==> src/rtl/hazard_pkg.sv <==
// hazard_pkg: shared widths, counter types and saturating decrement for the hazard scoreboard
package hazard_pkg;
  localparam int DEF_NUM_REGS = 32;
  localparam int DEF_MAX_LAT = 7;
  localparam int REG_AW = $clog2(DEF_NUM_REGS);
  localparam int LAT_W = $clog2(DEF_MAX_LAT + 1);
  typedef logic [LAT_W-1:0] lat_t;
  typedef lat_t cnt_arr_t [DEF_NUM_REGS];
  function automatic lat_t sat_dec(input lat_t x);
    return (x == '0) ? x : x - lat_t'(1);
  endfunction
endpackage

==> src/rtl/hazard_sb_entry.sv <==
// hazard_sb_entry: pending-write countdown for one architectural register
module hazard_sb_entry
  import hazard_pkg::*;
(
  input  logic clk,
  input  logic rst_n,
  input  logic hold_i,
  input  logic set_i,
  input  logic restore_i,
  input  lat_t set_val_i,
  input  lat_t restore_val_i,
  output lat_t cnt_o
);
  lat_t cnt_q, cnt_d;
  // Freeze beats rollback beats a new issue beats the normal countdown
  always_comb cnt_d = hold_i ? cnt_q : restore_i ? restore_val_i : set_i ? set_val_i : sat_dec(cnt_q);
  // Counter register, cleared asynchronously
  always_ff @(posedge clk or negedge rst_n)
    if (!rst_n) cnt_q <= '0;
    else cnt_q <= cnt_d;
  assign cnt_o = cnt_q;
endmodule

==> src/rtl/hazard_scoreboard.sv <==
// hazard_scoreboard: per-register RAW/WAW stall scoreboard for ID; HAZARD_PERF_EN adds a stall-cycle counter
module hazard_scoreboard
  import hazard_pkg::*;
#(
  parameter int NUM_REGS = DEF_NUM_REGS,
  parameter int MAX_LAT = DEF_MAX_LAT
) (
  input  logic              clk,
  input  logic              rst_n,
  input  logic              id_valid,
  input  logic [REG_AW-1:0] id_rs1,
  input  logic [REG_AW-1:0] id_rs2,
  input  logic              id_rs1_used,
  input  logic              id_rs2_used,
  input  logic [REG_AW-1:0] id_rd,
  input  logic              id_rd_wen,
  input  lat_t              id_lat,
  input  logic              mem_freeze,
  input  logic              flush_ex,
  output logic              stall,
  output logic              stall_raw,
  output logic              stall_waw,
  output logic              busy
`ifdef HAZARD_PERF_EN
  ,
  output logic [31:0]       perf_stall_cnt
`endif
);
  cnt_arr_t          cnt_w;
  logic              issue, track, rollback;
  logic              last_valid_q, last_valid_d;
  logic [REG_AW-1:0] last_rd_q, last_rd_d;
  lat_t              last_prev_q, last_prev_d;
  assign cnt_w[0] = '0;
  genvar g;
  for (g = 1; g < NUM_REGS; g++) begin : g_entry
    hazard_sb_entry u_entry (
      .clk          (clk),
      .rst_n        (rst_n),
      .hold_i       (mem_freeze),
      .set_i        (track && id_rd == REG_AW'(g)),
      .restore_i    (rollback && last_rd_q == REG_AW'(g)),
      .set_val_i    (id_lat),
      .restore_val_i(sat_dec(last_prev_q)),
      .cnt_o        (cnt_w[g])
    );
  end
  // Hazard compare against the registered counters; x0 reads as never pending
  always_comb begin
    stall_raw = id_valid && ((id_rs1_used && id_rs1 != '0 && cnt_w[id_rs1] != '0) ||
                             (id_rs2_used && id_rs2 != '0 && cnt_w[id_rs2] != '0));
    stall_waw = id_valid && id_rd_wen && id_rd != '0 && cnt_w[id_rd] > id_lat;
    stall = stall_raw || stall_waw;
    issue = id_valid && !stall && !mem_freeze && !flush_ex;
    track = issue && id_rd_wen && id_rd != '0 && id_lat != '0;
    rollback = !mem_freeze && flush_ex && last_valid_q;
    busy = 1'b0;
    for (int r = 1; r < NUM_REGS; r++) busy = busy | (cnt_w[r] != '0);
  end
  // Remember the last tracked issue so a flush in EX can undo its entry
  always_comb begin
    last_valid_d = mem_freeze ? last_valid_q : track;
    last_rd_d = track ? id_rd : last_rd_q;
    last_prev_d = track ? cnt_w[id_rd] : last_prev_q;
  end
  // Rollback bookkeeping registers
  always_ff @(posedge clk or negedge rst_n)
    if (!rst_n) begin
      last_valid_q <= 1'b0;
      last_rd_q <= '0;
      last_prev_q <= '0;
    end else begin
      last_valid_q <= last_valid_d;
      last_rd_q <= last_rd_d;
      last_prev_q <= last_prev_d;
    end
`ifdef HAZARD_PERF_EN
  logic [31:0] perf_q, perf_d;
  // Count cycles lost to hazards, not to memory wait; saturate instead of wrapping
  always_comb perf_d = (stall && !mem_freeze && perf_q != '1) ? perf_q + 32'd1 : perf_q;
  // Stall counter register
  always_ff @(posedge clk or negedge rst_n)
    if (!rst_n) perf_q <= '0;
    else perf_q <= perf_d;
  assign perf_stall_cnt = perf_q;
`endif
  a_lat_legal: assert property (@(posedge clk) disable iff (!rst_n)
    id_valid |-> {1'b0, id_lat} <= (LAT_W + 1)'(MAX_LAT));
endmodule
==> config.mk <==
export PLATFORM = sky130hd
export DESIGN_NAME = hazard_scoreboard
export DESIGN_NICKNAME = d
export VERILOG_FILES = /design/src/rtl/hazard_pkg.sv /design/src/rtl/hazard_sb_entry.sv /design/src/rtl/hazard_scoreboard.sv
export SDC_FILE = /design/constraint.sdc
export NUM_CORES = 1
export LEC_CHECK = 0
export CAP_MARGIN = 20
export CORE_ASPECT_RATIO = 2
export CORE_MARGIN = 3
export CORE_UTILIZATION = 64
export DETAILED_ROUTE_END_ITERATION = 7
export GPL_TIMING_DRIVEN = 0
export PLACE_DENSITY_LB_ADDON = 0.1
export REMOVE_ABC_BUFFERS = 1
export SKIP_CTS_REPAIR_TIMING = 1
export SYNTH_ARGS = -nofsm -noshare
export SYNTH_HDL_FRONTEND = slang
export SYNTH_HIERARCHICAL = 1
export SYNTH_SLANG_ARGS = --single-unit
export TNS_END_PERCENT = 30
==> constraint.sdc <==
create_clock -name clk -period 5.2 [get_ports clk]
set_input_delay 0.78 -clock clk [delete_from_list [all_inputs] [get_ports clk]]
set_output_delay 0.78 -clock clk [all_outputs]
set_load 0.01 [all_outputs]
==> results by group <==
Place
  • Worst Setup Slack post-DPL: -1.787 ns
  • Detailed Place HPWL: 23340 um
  • Number of port buffers: 29
  • Placed inst area: 11320 sq um
  • RePlAce Congestion: 0.9484

Critical path
  • Critical-path cell list: clkbuf_2 > or2_2 > nor2_1 > a31oi_1 > o22ai_1 > a211oi_1 > a21oi_1 > ha_1 > o21a_1 > o21ai_1 > a31oi_1 > nor2_1 > nand3_4 > buf_12 > nor4_4 > buf_4 > nor2_1 > a211oi_1 > o31ai_4
  • Crit path launch type: input port
  • Reg2reg end: g_entry[9].u_entry/cnt_o[0]$_DFFE_PN0P_
  • CP arrival: 5.43 ns
  • CP Capture Type: flop
  • Worst-path fanout max: 22
  • Type of the worst setup path: in -> reg
  • Worst flop-to-flop path startpoint: g_entry[8].u_entry/cnt_o[2]$_DFFE_PN0P_
  • CP peak stage delay: 0.54 ns
  • Worst r2r path cells: 17
  • Crit-path most repeated cell: nor2_1
  • CP Data Required Time: 5.43 ns
  • Slowest CP cell: clkbuf_2
  • R2r setup slk: 0.44 ns

Global route
  • GR Util met3: 0.05174
  • Largest net degree at the start of global routing: 91
  • Vias in the first global route: 10.02k
  • Gr usage total: 0.3623
  • Gr ovfl total: 0
  • GR peak layer: met2
  • Global-route wire length before repair: 53320 um
  • Met1 global-route usage: 0.4163
  • Antenna violations before repair: 0
  • GR Util met2: 0.6232

Run status
  • Outcome: finished, violations left
  • Failing checks: negative setup slack

Timing
  • Final Skew: 0.009566 ns
  • Rel. slew slack: 0.3611
  • Final Cycle Share: 1.000
  • PnR worst setup slack: -0.001692 ns
  • Fmax: 192.2 MHz
  • Setup TNS: -0.001692 ns
  • Setup violation total in the final timing report: 1
  • Tmin final: 5.202 ns
  • Hold Vio Cnt, Final: 0
  • Worst Hold Slack: 0.4930 ns
  • Fin. max-slew vios: 0
  • Worst-Margin Slew: 0.9583 ns
  • RSZ-0062 raised after global routing: yes

Floorplan
  • Initial Util: 0.6566
  • Row Count: 66
  • Core Region: 16430 sq um
  • Die ar.: 18550 sq um
  • Die Y: 189.6 um
  • Die Width: 97.82 um
  • Ports: 30

Clock network
  • CTS tree: yes
  • Htree depth: 3
  • Maximum clock insertion buffer count: 2
  • Clock Latency Late Sink: 0.36 ns
  • Sink Count: 102
  • Root buf cell: clkbuf_16
  • CTS Buf Count: 9
  • Reg clk slew, reported paths: 0.07 ns

Drt
  • Final WL: 33500 um
  • Vias: 9861
  • TritonRoute pass-1 iters: 5
  • Final ANT Viol Nets: 0
  • Via/cell ratio: 7.014
  • Drt wl/cell: 23.83 um
  • DRC errors left: 0
  • Iteration-0 DRC Markers: 814

Logic synthesis
  • Post-Synth Simple-Gate Area: 0.2365
  • Number of synthesized register bits: 102
  • Mux contribution to synthesized area: 0.09010
  • Register area share after synthesis: 0.2365
  • Post-synthesis compound-gate area fraction: 0.2686
  • Syn Std Cell Area: 10790 sq um
  • Post-synthesis adder-cell area fraction: 0.07885
  • Post-Synth XOR/XNOR Area: 0.02597
  • Largest family of logic cells by synthesized area: compound AO/OA/AOI/OAI gates
  • Post-synth top flop: dfrtp_1
  • Distinct cell type count after synthesis: 61
  • Mapped Cells: 1172
  • Yosys warning count: 6
  • EDFF count, synth: 0
  • Fraction of registers with async set/reset: 1.000
  • Avg Cell Area, Syn: 9.207 sq um

Job
  • Max-capacitance violation count: 0

Pwr
  • PD cells: 542.4 nW/um^2
  • Pwr Total: 6.443 mW
  • Leak Pwr: 4.554 nW
  • Worst vdd ir: 248.1 uV

Hold path
  • Worst Hold End: last_valid_q$_DFFE_PN0N_
  • Worst Hold Launch: last_valid_q$_DFFE_PN0N_
  • Hold Crit Class: reg -> reg
  • WHS Path Cells: 2

Cells and area
  • N_diodes: 0
  • Most frequent cells in the layout: nor2_1 (172), inv_1 (135), a211oi_1 (102), dfrtp_1 (102), o21ai_0 (68)
  • Layout area overhead: 10.10%
  • Final layout net count: 1291
  • Layout cells sized above 1: 0.2005
  • Combined area of the multi-input logic cells: 7699 sq um
  • Fin area: 11880 sq um
  • Register Area: 2552 sq um
  • Commonest non-fill, non-tap cell in the layout: nor2_1
  • FILL cells: 1273
## through the flow
| stage | cells | util |
|---|---|---|
| finish | 1406 | 0.7229 |
| global route | 1406 | 0.7229 |
| CTS | 1395 | 0.7082 |
| detailed placement | 1379 | 0.6889 |
| global placement | 1371 | 0.6792 |
| floorplan | 1138 | - |
## how the worst max path moves through the flow
| stage | to | cells after the start | from | slack (ns) |
|---|---|---|---|---|
| 4_1_cts | g_entry[8].u_entry/cnt_o[0]$_DFFE_PN0P_ | 16 | id_rd[3] | -1.39 |
| 3_3_place_gp | g_entry[25].u_entry/cnt_o[0]$_DFFE_PN0P_ | 15 | id_rd[0] | -2.88 |
| 2_1_floorplan | g_entry[25].u_entry/cnt_o[0]$_DFFE_PN0P_ | 15 | id_rd[1] | 0.03 |
| 3_5_place_dp | g_entry[8].u_entry/cnt_o[0]$_DFFE_PN0P_ | 16 | id_rd[3] | -1.79 |
| 6_report | g_entry[9].u_entry/cnt_o[0]$_DFFE_PN0P_ | 19 | id_rd[3] | -0.002 |
| 5_1_grt | g_entry[18].u_entry/cnt_o[0]$_DFFE_PN0P_ | 17 | id_rd[3] | -0.14 |
## where the power goes
group	internal (mW)	total (mW)	switching, mW
Sequential	1.19	1.84	0.656
Clock	0.437	0.761	0.324
Combinational	1.75	3.84	2.08
Total	3.38	6.44	3.06
## flip-flops by register name, indices dropped and copies added (netlist names)
signal and flops:
last_rd_q 5, g_entry.u_entry/cnt_o 93, last_prev_q 3, last_valid_q 1
## worst max-delay path: cells and delay by family
kind                     cells  cell delay, ns
buffers and inverters        3            1.06
adder cells (fa/ha/maj)      1            0.34
AO/OA/AOI/OAI                9            1.64
AND/OR/NAND/NOR              6            1.58
## synth_stat cells (3+ instances only)
cell,count,area share
a2111oi_0,5,0.0041
a211oi_1,102,0.071
a21oi_1,9,0.0042
a22oi_1,31,0.022
buf_2,10,0.0046
buf_6,4,0.0042
clkbuf_1,17,0.0059
dfrtp_1,102,0.24
ha_1,68,0.079
inv_1,136,0.047
mux2_2,3,0.0031
mux2_4,7,0.0097
mux2i_1,9,0.0083
mux4_2,33,0.069
nand2_1,25,0.0087
nand2b_1,5,0.0029
nand3_1,7,0.0032
nand3b_1,3,0.0021
nand4_1,7,0.0041
nor2_1,172,0.060
nor2b_1,5,0.0029
nor3_1,55,0.026
nor4_1,17,0.0099
nor4_2,5,0.0058
nor4b_2,39,0.054
o211ai_1,32,0.022
o21ai_0,69,0.032
o31ai_2,31,0.036
o31ai_4,31,0.061
or2_2,3,0.0017
or2_4,31,0.025
or2b_1,31,0.022
or3_1,3,0.0017
xor2_1,31,0.025
## cells by family after synthesis
family | count (synthesis)
and+or+nand+nor | 417
muxes | 52
buffers and inverters | 170
AOI/OAI and AO/OA | 331
DFF | 102
xor gates and xnor gates | 32
adders and majority gates | 68
## layer usage
metal	vias to the layer above	wire (um)
met1	4815	11920
met5	-	0
met2	502	17070
met3	140	2294
met4	0	2224
li1	4404	-
## cell type report
class	instances	share of cell area
tap	204	0.02149
clock buffer	13	0.02106
sequential	102	0.2149
inverter	136	0.04329
multi-input combinational	900	0.6480
clock inverter	3	0.005687
timing repair buffer	48	0.04560
Power figures use the tool's default switching activity.
